$ cat config.mk
export PLATFORM = sky130hd
export DESIGN_NAME = axi_line_master
export DESIGN_NICKNAME = d
export VERILOG_FILES = /design/src/rtl/axi_line_master_pkg.sv /design/src/rtl/axi_line_rd_fsm.sv /design/src/rtl/axi_line_master.sv
export SDC_FILE = /design/constraint.sdc
export NUM_CORES = 1
export LEC_CHECK = 0
export BUFFER_PORTS_ARGS = -buffer_cell sky130_fd_sc_hd__buf_4
export CELL_PAD_IN_SITES_DETAIL_PLACEMENT = 1
export CELL_PAD_IN_SITES_GLOBAL_PLACEMENT = 1
export CORE_AREA = 2 2 266 268
export CTS_BUF_LIST = sky130_fd_sc_hd__clkbuf_8
export DETAILED_ROUTE_END_ITERATION = 12
export DIE_AREA = 0 0 268 270
export GPL_ROUTABILITY_DRIVEN = 1
export PLACE_DENSITY_LB_ADDON = 0.15
export SYNTH_ARGS = -nofsm -noshare
export SYNTH_HDL_FRONTEND = slang
export SYNTH_SLANG_ARGS = --single-unit
$ cat constraint.sdc
create_clock -name clock -period 4 [get_ports clock]
set_clock_uncertainty 0.15 [all_clocks]
set_input_delay 0.8 -clock clock [delete_from_list [all_inputs] [get_ports clock]]
set_output_delay 0.8 -clock clock [all_outputs]
set_load 0.05 [all_outputs]
$ cat src/rtl/axi_line_master_pkg.sv
// Shared types and AXI constants for the cache-line AXI4 master.
package axi_line_master_pkg;

    typedef enum logic [1:0] {R_IDLE, R_AR, R_DATA, R_RESP} rd_state_t;
    typedef enum logic [1:0] {W_IDLE, W_REQ, W_B, W_RESP} wr_state_t;

    localparam logic [1:0] AXI_BURST_INCR = 2'b01;
    localparam logic [2:0] AXI_SIZE_8B    = 3'd3;
    localparam logic [1:0] AXI_RESP_OKAY  = 2'b00;

    // Round a byte address down to the start of its cache line (8-byte beats).
    function automatic logic [31:0] line_align(input logic [31:0] addr, input int beats);
        return addr & ~(32'(beats * 8) - 32'd1);
    endfunction

endpackage

$ cat src/rtl/axi_line_rd_fsm.sv
// Read path: turns one refill request into an INCR burst and assembles the beats into a line.
module axi_line_rd_fsm
    import axi_line_master_pkg::*;
#(
    parameter int         LINE_BEATS = 4,
    parameter logic [3:0] RD_ID      = 4'd0
) (
    input  logic                     clock,
    input  logic                     reset,
    input  logic                     rd_req_valid,
    output logic                     rd_req_ready,
    input  logic [31:0]              rd_req_addr,
    output logic                     rd_resp_valid,
    output logic [64*LINE_BEATS-1:0] rd_resp_data,
    output logic                     rd_resp_err,
    output logic                     arvalid,
    input  logic                     arready,
    output logic [31:0]              araddr,
    output logic [3:0]               arid,
    output logic [7:0]               arlen,
    output logic [2:0]               arsize,
    output logic [1:0]               arburst,
    input  logic                     rvalid,
    output logic                     rready,
    input  logic [3:0]               rid,
    input  logic [63:0]              rdata,
    input  logic [1:0]               rresp,
    input  logic                     rlast
);

    localparam int               CNT_W    = $clog2(LINE_BEATS) + 1;
    localparam logic [CNT_W-1:0] LAST_IDX = CNT_W'(LINE_BEATS - 1);
    localparam logic [CNT_W-1:0] CNT_SAT  = CNT_W'(LINE_BEATS);

    rd_state_t               state_q, state_d;
    logic [31:0]             addr_q;
    logic [CNT_W-1:0]        cnt_q;
    logic                    err_q;
    logic [64*LINE_BEATS-1:0] line_q;
    logic                    beat;

    always_ff @(posedge clock) begin
        if (reset) state_q <= R_IDLE;
        else       state_q <= state_d;
    end

    always_comb begin
        state_d = state_q;
        case (state_q)
            R_IDLE:  if (rd_req_valid)     state_d = R_AR;
            R_AR:    if (arready)          state_d = R_DATA;
            R_DATA:  if (rvalid && rlast)  state_d = R_RESP;
            R_RESP:                        state_d = R_IDLE;
            default:                       state_d = R_IDLE;
        endcase
    end

    assign beat = (state_q == R_DATA) && rvalid;

    // NOTE: the line buffer is reset along with the control state because rd_resp_data is visible to the client.
    always_ff @(posedge clock) begin
        if (reset) begin
            addr_q <= '0;
            cnt_q  <= '0;
            err_q  <= 1'b0;
            line_q <= '0;
        end else begin
            if (state_q == R_IDLE && rd_req_valid) begin
                addr_q <= line_align(rd_req_addr, LINE_BEATS);
                cnt_q  <= '0;
                err_q  <= 1'b0;
            end
            if (beat) begin
                // Overrun beats match no slot and leave the counter saturated, so they are dropped.
                for (int i = 0; i < LINE_BEATS; i++)
                    if (cnt_q == CNT_W'(i)) line_q[64*i +: 64] <= rdata;
                if (cnt_q != CNT_SAT) cnt_q <= cnt_q + CNT_W'(1);
                err_q <= err_q | (rresp != AXI_RESP_OKAY) | (rid != RD_ID)
                               | (rlast && (cnt_q != LAST_IDX));
            end
        end
    end

    // NOTE: handshake outputs are forced to their idle values while reset is high, not just after the edge.
    assign rd_req_ready  = (state_q == R_IDLE) || reset;
    assign arvalid       = (state_q == R_AR)   && !reset;
    assign rready        = (state_q == R_DATA) && !reset;
    assign rd_resp_valid = (state_q == R_RESP) && !reset;

    assign rd_resp_data = line_q;
    assign rd_resp_err  = err_q;
    assign araddr       = addr_q;
    assign arid         = RD_ID;
    assign arlen        = 8'(LINE_BEATS - 1);
    assign arsize       = AXI_SIZE_8B;
    assign arburst      = AXI_BURST_INCR;

endmodule

$ cat src/rtl/axi_line_master.sv
// AXI4 master bridge: line-refill read bursts and single-beat stores, on independent paths.
module axi_line_master
    import axi_line_master_pkg::*;
#(
    parameter int         LINE_BEATS = 4,
    parameter logic [3:0] RD_ID      = 4'd0,
    parameter logic [3:0] WR_ID      = 4'd1
) (
    input  logic                     clock,
    input  logic                     reset,
    input  logic                     rd_req_valid,
    output logic                     rd_req_ready,
    input  logic [31:0]              rd_req_addr,
    output logic                     rd_resp_valid,
    output logic [64*LINE_BEATS-1:0] rd_resp_data,
    output logic                     rd_resp_err,
    input  logic                     wr_req_valid,
    output logic                     wr_req_ready,
    input  logic [31:0]              wr_req_addr,
    input  logic [63:0]              wr_req_data,
    input  logic [7:0]               wr_req_strb,
    output logic                     wr_resp_valid,
    output logic                     wr_resp_err,
    output logic                     arvalid,
    input  logic                     arready,
    output logic [31:0]              araddr,
    output logic [3:0]               arid,
    output logic [7:0]               arlen,
    output logic [2:0]               arsize,
    output logic [1:0]               arburst,
    output logic [1:0]               arlock,
    output logic [3:0]               arcache,
    output logic [2:0]               arprot,
    input  logic                     rvalid,
    output logic                     rready,
    input  logic [3:0]               rid,
    input  logic [63:0]              rdata,
    input  logic [1:0]               rresp,
    input  logic                     rlast,
    output logic                     awvalid,
    input  logic                     awready,
    output logic [31:0]              awaddr,
    output logic [3:0]               awid,
    output logic [7:0]               awlen,
    output logic [2:0]               awsize,
    output logic [1:0]               awburst,
    output logic [1:0]               awlock,
    output logic [3:0]               awcache,
    output logic [2:0]               awprot,
    output logic                     wvalid,
    input  logic                     wready,
    output logic [3:0]               wid,
    output logic [63:0]              wdata,
    output logic [7:0]               wstrb,
    output logic                     wlast,
    input  logic                     bvalid,
    output logic                     bready,
    input  logic [3:0]               bid,
    input  logic [1:0]               bresp
);

    axi_line_rd_fsm #(.LINE_BEATS(LINE_BEATS), .RD_ID(RD_ID)) u_rd (
        .clock(clock), .reset(reset),
        .rd_req_valid(rd_req_valid), .rd_req_ready(rd_req_ready), .rd_req_addr(rd_req_addr),
        .rd_resp_valid(rd_resp_valid), .rd_resp_data(rd_resp_data), .rd_resp_err(rd_resp_err),
        .arvalid(arvalid), .arready(arready), .araddr(araddr), .arid(arid),
        .arlen(arlen), .arsize(arsize), .arburst(arburst),
        .rvalid(rvalid), .rready(rready), .rid(rid), .rdata(rdata), .rresp(rresp), .rlast(rlast)
    );

    wr_state_t   wr_state_q, wr_state_d;
    logic        aw_done_q, w_done_q, wr_err_q;
    logic [31:0] wr_addr_q;
    logic [63:0] wr_data_q;
    logic [7:0]  wr_strb_q;
    logic        aw_hs, w_hs;

    assign aw_hs = awvalid && awready;
    assign w_hs  = wvalid && wready;

    always_ff @(posedge clock) begin
        if (reset) wr_state_q <= W_IDLE;
        else       wr_state_q <= wr_state_d;
    end

    always_comb begin
        wr_state_d = wr_state_q;
        case (wr_state_q)
            W_IDLE: if (wr_req_valid) wr_state_d = W_REQ;
            W_REQ:  if ((aw_done_q || aw_hs) && (w_done_q || w_hs)) wr_state_d = W_B;
            W_B:    if (bvalid) wr_state_d = W_RESP;
            W_RESP: wr_state_d = W_IDLE;
            default: wr_state_d = W_IDLE;
        endcase
    end

    always_ff @(posedge clock) begin
        if (reset) begin
            aw_done_q <= 1'b0;
            w_done_q  <= 1'b0;
            wr_err_q  <= 1'b0;
            wr_addr_q <= '0;
            wr_data_q <= '0;
            wr_strb_q <= '0;
        end else begin
            if (wr_state_q == W_IDLE && wr_req_valid) begin
                wr_addr_q <= wr_req_addr;
                wr_data_q <= wr_req_data;
                wr_strb_q <= wr_req_strb;
                aw_done_q <= 1'b0;
                w_done_q  <= 1'b0;
            end
            if (aw_hs) aw_done_q <= 1'b1;
            if (w_hs)  w_done_q  <= 1'b1;
            if (wr_state_q == W_B && bvalid)
                wr_err_q <= (bresp != AXI_RESP_OKAY) || (bid != WR_ID);
        end
    end

    // AW and W rise together; each drops once its own channel has handshaken.
    assign wr_req_ready  = (wr_state_q == W_IDLE) || reset;
    assign awvalid       = (wr_state_q == W_REQ) && !aw_done_q && !reset;
    assign wvalid        = (wr_state_q == W_REQ) && !w_done_q && !reset;
    assign bready        = (wr_state_q == W_B) && !reset;
    assign wr_resp_valid = (wr_state_q == W_RESP) && !reset;
    assign wr_resp_err   = wr_err_q;

    assign awaddr  = wr_addr_q;
    assign awid    = WR_ID;
    assign awlen   = 8'd0;
    assign awsize  = AXI_SIZE_8B;
    assign awburst = AXI_BURST_INCR;
    assign wid     = WR_ID;
    assign wdata   = wr_data_q;
    assign wstrb   = wr_strb_q;
    assign wlast   = 1'b1;

    assign arlock  = '0;
    assign arcache = '0;
    assign arprot  = '0;
    assign awlock  = '0;
    assign awcache = '0;
    assign awprot  = '0;

endmodule
Yosys cells after proc, flatten, opt, wreduce, memory -nomap -nowiden
Index checks and enable logic that the tools add are counted.

operators by class
  div/mod/pow operators = 0
  reductions and logical operators = 41
  bitwise gates (word level) = 3
  $add $sub $neg = 1
  muxes and demuxes = 16
  multiply operators = 0
  equality and inequality tests = 18
  magnitude comparators = 0
  shifts and indexed selects = 0

operators with widths
  cell                                           number
  logical AND 1 bit                              18
  case mux 2 bit (4 select lines)                2
  two-way mux 2 bit                              6
  != test 2 bit, second input constant           5
  nonzero test 2 bit                             5
  two-way mux 3 bit                              3
  == test 2 bit, second input constant           4
  AND reduction 2 bit                            4
  == test 3 x 2 -> 1 bit, second input constant  2
  AND reduction 3 bit                            2
  logical OR 1 bit                               5
  two-way mux 1 bit                              5
  == test 2 x 1 -> 1 bit, second input constant  2
  logical NOT 2 bit                              2
  != test 4 x 1 -> 1 bit, second input constant  1
  nonzero test 4 bit                             1
  adder 3 x 1 -> 3 bit, second input constant    1
  == test 3 x 1 -> 1 bit, second input constant  1
  logical NOT 1 bit                              3
  logical NOT 3 bit                              1
  != test 3 x 2 -> 1 bit, second input constant  1
  != test 3 bit, second input constant           1
  bitwise OR 1 bit                               3
  != test 2 x 1 -> 1 bit, second input constant  1

storage, ports and cells
  bits in writable memories = 0
  logic and storage cells = 94
  bits in read-only memories = 0
  memories kept = 0
  output and inout port bits = 460
  bits of input ports = 222
  latch bits = 0
  register bits = 398

Longest topological paths before layout
Gate-level depths: netlist of the first run.

  depth after elaboration = 8
  gate-level depth with buffers = 9
  gate-level depth less buffers = 6

By module
A second synthesis of the first run with hierarchy kept.

second synthesis, totals
  cell total of the unflattened synthesis = 1,844
  area, all modules = 15,378.5 um^2

by module, submodules not included
  module           seq. area each (um^2)  instances  area an instance (um^2)  cells each
  axi_line_rd_fsm  5,785.5                1          11,129.4                 1,311
  axi_line_master  2,182.1                1          4,249.1                  533

Worst setup path before layout of the first run
No wires, ideal clock.

  kind = input to output
  from = input reset
  to = output arvalid
  required time = 3.050 ns
  buffers on the path = 2
  slack = 1.210 ns
  data arrival time = 1.840 ns
  stages on the path = 3
  path through = buf_2 clkbuf_1 nor2b_1

on the way
  cells in the longest elaborated chain, start to end = 2

ends and longest elaborated chain
  element            RTL line               RTL
  start, declared    axi_line_master.sv:10  input logic reset,
  logical NOT 1 bit  axi_line_rd_fsm.sv:86  assign arvalid = (state_q == R_AR) && !reset;
  logical AND 1 bit  axi_line_rd_fsm.sv:86
  end, declared      axi_line_master.sv:24  output logic arvalid,

No other way between the ends.

Worst setup path after layout of the first run
  from = register u_rd.state_q[0]
  to = output rready

on the way
  cells in the longest elaborated chain, start to end = 2

ends and longest elaborated chain
  element                 RTL line               RTL
  start, declared         axi_line_rd_fsm.sv:35  rd_state_t state_q, state_d;
  start signal, assigned  axi_line_rd_fsm.sv:44  else state_q <= state_d;
  == test 2 bit           axi_line_rd_fsm.sv:87  assign rready = (state_q == R_DATA) && !reset;
  logical AND 1 bit       axi_line_rd_fsm.sv:87
  end, declared           axi_line_master.sv:35  output logic rready,

No other way between the ends.

==> results of run 1 <==
==> final timing paths <==
check | from | endpoint | slack, ns | depth (start not counted)
setup / recovery | u_rd.state_q[0] | rready | 1.19 | 4
hold / removal | bvalid | wr_resp_err | 0.23 | 2
setup reg to reg | u_rd.state_q[0] | u_rd.rd_resp_data[34] | 1.42 | 7
hold reg to reg | u_rd.rd_resp_data[164] | u_rd.rd_resp_data[164] | 0.30 | 2
==> where the power goes <==
part	leakage [uW]	internal, uW	switching (uW)
combinational	0.00480	948	2550
sequential	0.00323	4320	201
clock	0.000887	2300	1860
total	0.00891	7570	4610
==> area by class of cell <==
cell class	instances	share of cell area, %
sequential	398	37.44
tap	940	5.527
antenna	1	0.01176
clock inverter	32	0.8585
multi-input combinational	1300	26.59
timing repair buffer	635	22.85
clock buffer	100	6.468
inverter	14	0.2470
==> metrics by stage <==
step / util, % / hold slack [ns] / power (uW) / setup WS [ns] / cells
global placement: 28.35 / 0.2926 / 8104 / 1.158 / 3287
floorplan: - / 0.3177 / 6978 / 1.210 / 1901
CTS: 30.60 / 0.1498 / 12460 / 1.083 / 3419
detailed placement: 28.35 / 0.2986 / 8173 / 1.136 / 3287
finish: 30.60 / 0.2312 / 12180 / 1.188 / 3420
global route: 30.60 / 0.1732 / 12850 / 0.9945 / 3420
==> critical path: stages (launching register included) <==
cell,delay (ns)
dfxtp_1,0.34
inv_1,0.12
ha_1,0.38
nor2b_1,0.18
buf_4,0.22
==> flip-flops by register name (all words and copies together), names as in the netlist, 2 cells and up <==
signal and cells:
u_rd.araddr 27, wdata 64, u_rd.cnt_q 3, awaddr 32, u_rd.state_q 2, u_rd.rd_resp_data 256, wstrb 8, wr_state_q 2
==> cell usage after synthesis (all sizes together) <==
library cell  count  area share [%]
and3              1           0.043
a22oi             2            0.10
nand3             1           0.034
nand2b            1           0.043
o22ai             1           0.043
clkbuf           70             1.8
nand2           787              20
or4b              1           0.069
inv              14            0.36
or3               1           0.043
conb              2           0.052
a21oi           390              13
nor2             10            0.26
mux2              2            0.15
ha               14             1.2
a311oi            2            0.12
a222oi            1           0.069
o31a              1           0.060
or2               1           0.043
nand4             1           0.043
and3b             1           0.069
o21ai             1           0.034
nor3b             1           0.052
dfxtp           398              55
nor2b             4            0.17
a211oi            4            0.21
and2              4            0.17
buf             119             5.8
nor4              2           0.086
mux2i             2            0.14
nor3              2           0.069
==> layer usage <==
layer,vias up,GRT usage [%]
li1,6949,-
met1,6901,18.88
met2,472,29.84
met3,102,6.938
met4,6,5.190
met5,-,0
==> cell usage in the layout, fill, tap and decap left out, types with 2 or more instances in the layout <==
| cell type | netlist | routed |
|---|---|---|
| a22oi_1 | 2 | 2 |
| nor4_1 | 2 | 2 |
| mux2i_1 | 2 | 2 |
| buf_4 | 69 | 627 |
| inv_1 | 14 | 36 |
| nor2b_1 | 4 | 4 |
| ha_1 | 14 | 14 |
| nor2_1 | 10 | 10 |
| a21oi_1 | 390 | 390 |
| inv_6 | 0 | 3 |
| conb_1 | 2 | 62 |
| clkinv_2 | 0 | 4 |
| nor3_1 | 2 | 2 |
| mux2_2 | 2 | 2 |
| and2_2 | 0 | 2 |
| nand2_2 | 2 | 2 |
| nand2_1 | 785 | 784 |
| a311oi_1 | 2 | 2 |
| dfxtp_1 | 398 | 398 |
| buf_12 | 0 | 7 |
| clkbuf_8 | 0 | 100 |
| a211oi_1 | 4 | 4 |
==> cell families (layout without fill, tap and decap cells) <==
logic type               Yosys count  in the layout  share of synthesized area, %
multiplexers                       4              4                        0.2927
adder cells (fa/ha/maj)           14             14                         1.205
AND/OR/NAND/NOR                  818            818                         21.55
AO/OA/AOI/OAI                    402            402                         14.07
flip-flops                       398            398                         54.82
buffers and inverters            203            781                         8.014
other                              2             63                       0.05167
==> out/qor.yml, run 1 <==
routing:
  drc: 0
  dr.first_iter.drc_count: 484
  antenna_left: 0
  wl_met1_mm: 24.92
  highest_layer: "met5"
  wl_per_cell_um: 18.68
  met3_wirelength_mm: 5.855
  avgViaCountPerCell: 4.219
  dr_total_vias: 14430
  wl_met2_mm: 31.49
  drt_pass1_iterations: 4
  finalWirelength_mm: 63.90
cells_and_area:
  drive_gt1_share_pct: 30.62
  final_area_mm2: 0.02128
  syn_to_final_growth_pct: 46.40
  regArea_mm2: 0.007968
  fin_nets: 2664
  fillers: 8424
  multi_input_area_mm2: 0.005659
global_routing:
  track_usage_pct: 17.11
  first_global_vias: 14930
  grt_pass1_wl_mm: 94.31
  grt_overflow: 0
  antenna_found_initial: 4
  grt_start_max_net_pins: 181
setup_path:
  required_ns: 3.05
  worstSetupStartpointType: "register"
  crit_type: "reg2out"
  worstSetupEndpointType: "output pin"
  worstPathMaxFanout: 8
  cp.arrival_ns: 1.86
worst_hold_path:
  hold_class: "in2reg"
timing:
  drv_slew: 0
  hold_violations: 0
  relSlewSlack_pct: 26.48
  min_period_ns: 2.812
  rsz0062_at_grt: "false"
  tightest_slew_ns: 1.103
  setup_violations: 0
  period_share_pct: 70.29
  max_freq_mhz: 355.7
  fin_setup_tns_ns: 0
placement:
  place_congestion: 0.7505
  placed_area_mm2: 0.01972
  placement.io_buffers: 614
  place_hpwl_mm: 44.80
power_and_ir_drop:
  p_leak_uw: 0.008909
  power_density_mw_per_mm2: 572.5
  ir_worst_vdd_uv: 341.7
clocking:
  insertion_delay_ns: 0.65
  postCtsResizedCells: 0
  cts_setup_buffers: 0
  clock-sinks: 398
  cts_tree: "done"
  clk_pin_slew_ns: 0.05
  htreeDepth: 3
  numCtsBuffers: 79
  cts_hold_buf: 0
  root_buffer: "clkbuf_8"
  clk_path_buf_depth: 3
die:
  die_w_um: 268
  core-area_mm2: 0.06954
  die_h_um: 270
  die_area_mm2: 0.07236
  io_pins: 682
  initial_core_util_pct: 20.90
  rows: 97
run:
  cap_violations: 0
yosys:
  synth_seq_cells: 398
  synth_warnings: 0
  syn_inst: 1841
  synth.avg_cell_area_um2: 7.895
  yosysUniqueCellTypes: 35
  yosysSeqAreaShare_pct: 54.82
  syn-cell-area_mm2: 0.01454
status:
  status: "finished clean"
No activity file was read; power rests on OpenSTA's default activity.
==> inputs of run 2 (changes only) <==
--- a/config.mk
+++ b/config.mk
@@ -8,10 +8,10 @@
 export BUFFER_PORTS_ARGS = -buffer_cell sky130_fd_sc_hd__buf_4
 export CELL_PAD_IN_SITES_DETAIL_PLACEMENT = 1
 export CELL_PAD_IN_SITES_GLOBAL_PLACEMENT = 1
-export CORE_AREA = 2 2 266 268
+export CORE_AREA = 2 2 262 264
 export CTS_BUF_LIST = sky130_fd_sc_hd__clkbuf_8
 export DETAILED_ROUTE_END_ITERATION = 12
-export DIE_AREA = 0 0 268 270
+export DIE_AREA = 0 0 264 266
 export GPL_ROUTABILITY_DRIVEN = 1
 export PLACE_DENSITY_LB_ADDON = 0.15
 export SYNTH_ARGS = -nofsm -noshare
==> constraint.sdc (replaced) <==
create_clock -name clock -period 2.7 [get_ports clock]
set_clock_uncertainty 0.15 [all_clocks]
set_input_delay 0.54 -clock clock [delete_from_list [all_inputs] [get_ports clock]]
set_output_delay 0.54 -clock clock [all_outputs]
set_load 0.05 [all_outputs]
==> out/qor.yml, run 2 (synthesis gave the netlist of run 1 again) <==
setup_path:
  crit_type: "in2out"
  slowest_delay_ns: 0.58
  cpLargestDelayFamily: "buffers and inverters"
  slowest_stage: "dlygate4sd3_1"
  required_ns: 2.01
  critical_path_buf_inv_count: 3
  cp.arrival_ns: 1.89
  worstSetupStartpointType: "input pin"
  worstSetupEndpointType: "output pin"
  worstPathMaxFanout: 29
  crit_chain: "dlygate4sd3_1, buf_8, nand2b_1, nor2_1, buf_4"
power_and_ir_drop:
  p_seq_share_pct: 36.4
  p_int_uw: 11480
  switchingPower_uw: 6961
  power_density_mw_per_mm2: 784.3
  pwr-share-comb_pct: 30.4
  ir_worst_vdd_uv: 469.2
  clkPwrFrac_pct: 33.2
  p_sw_share_pct: 37.75
  power.total_uw: 18440
  p_leak_uw: 0.009927
timing:
  relSlewSlack_pct: 49.14
  rsz0062_at_grt: "false"
  tightest_slew_ns: 0.7629
  setup_slack_ns: 0.1165
  min_period_ns: 2.584
  drv_slew: 0
  hold_violations: 0
  max_freq_mhz: 387.1
  setup_violations: 0
  period_share_pct: 95.69
  fin_setup_tns_ns: 0
routing:
  avgViaCountPerCell: 4.244
  antenna_left: 0
  dr.first_iter.drc_count: 543
  drc: 0
  drt_pass1_iterations: 4
  finalWirelength_mm: 66.23
  wl_per_cell_um: 18.47
  dr_total_vias: 15220
die:
  io_pins: 682
  initial_core_util_pct: 21.46
  die_area_mm2: 0.07022
  rows: 96
  core-area_mm2: 0.06775
  die_w_um: 264
  die_h_um: 266
clocking:
  insertion_delay_ns: 0.65
  clock-sinks: 398
  root_buffer: "clkbuf_8"
  htreeDepth: 3
  cts_setup_buffers: 0
  numCtsBuffers: 80
  clk_pin_slew_ns: 0.05
  cts_tree: "done"
  clk_path_buf_depth: 3
cells_and_area:
  syn_to_final_growth_pct: 61.74
  largest_reg_flops: 256
  drive_gt1_share_pct: 28.56
  fin_nets: 2884
  final_cell_mix: "nand2_1 (784), buf_4 (628), dfxtp_1 (398)"
  layout_commonest_cell: "nand2_1"
run:
  cap_violations: 0
placement:
  place_ws_ns: 0.4072
  place_congestion: 0.7850
  placement.io_buffers: 614
  place_hpwl_mm: 45.50
worst_hold_path:
  hold_class: "in2reg"
status:
  status: "finished clean"
global_routing:
  track_usage_pct: 18.29
  antenna_found_initial: 3
  grt_overflow: 0
  grt_start_max_net_pins: 145
  first_global_vias: 16180
  grt_pass1_wl_mm: 99.09
[run 2: cell count changes in the layout (fill, tap and decap cells not counted)]
| cell | delta |
|---|---|
| and2_4 | +1 |
| nand2_2 | -1 |
| dlygate4sd3_1 | +207 |
| inv_1 | +3 |
| diode_2 | +2 |
| nand2_4 | +1 |
| and2_2 | -1 |
| clkbuf_8 | -2 |
| ha_2 | +1 |
| clkinv_2 | +1 |
| ha_1 | -1 |
| buf_12 | +11 |
| buf_4 | +1 |
[run 2: worst paths after layout]
kind                    startpoint               endpoint  slack, ns  cells after the start
min reg2reg  u_rd.rd_resp_data[45]  u_rd.rd_resp_data[45]       0.30                      2
min                wr_req_data[18]              wdata[18]       0.09                      3
max                          reset                awvalid       0.12                      5
max reg2reg        u_rd.state_q[0]        u_rd.araddr[19]       0.34                      7
[run 2: power groups by stage]
| stage | Combinational [uW] | Clock [uW] | Sequential, uW |
|---|---|---|---|
| CTS | 5660 | 6410 | 6710 |
| global placement | 5310 | 0 | 6800 |
| detailed placement | 5380 | 0 | 6820 |
| finish | 5600 | 6120 | 6710 |
| floorplan | 1870 | 0 | 8460 |
| global route | 5990 | 6700 | 6780 |
[run 2: per-layer routing]
metal  wire length (um)  GRT usage (%)  vias up  part of all wire (%)
li1                   -              -     7397                     -
met5                  0              0        -                     0
met4               1803          6.695        0                   2.7
met1              26460          20.56     7241                    40
met2              32610          31.94      479                    49
met3               5353          6.322       98                   8.1
[run 2: worst register-to-register path: stages (launching register included)]
cell and delay, ns:
dfxtp_1 0.38, inv_1 0.10, ha_1 0.25, nand2_1 0.32, buf_4 0.33, nand2_1 0.09
a21oi_1 0.15, dlygate4sd3_1 0.55
[run 2: per-stage QoR]
step,area [um2],cells,utilization [%],hold WS (ns)
floorplan,14760,1901,-,0.3177
global placement,19880,3241,29.34,0.2918
detailed placement,19880,3241,29.34,0.2974
CTS,23500,3582,34.69,0.01085
global route,23510,3584,34.70,0.03696
finish,23510,3585,34.70,0.09169
[run 2: final cells by class]
class / instances / area, um2
multi-input cells: 1300 / 5668
inverters: 14 / 52.55
clock buffers: 98 / 1349
clock inverters: 36 / 198.9
fillers: 8091 / 44240
well taps: 882 / 1104
diodes: 3 / 7.507
flip-flops and latches: 398 / 7968
repair buffers: 854 / 7162
[run 2: repair_timing]
| item | in CTS | in global routing |
|---|---|---|
| endpoints found under the setup margin | 0 | 1 |
| gates resized for setup | 0 | 1 |
| endpoints found under the hold margin | 382 | 0 |
| hold buffers | 207 | 0 |
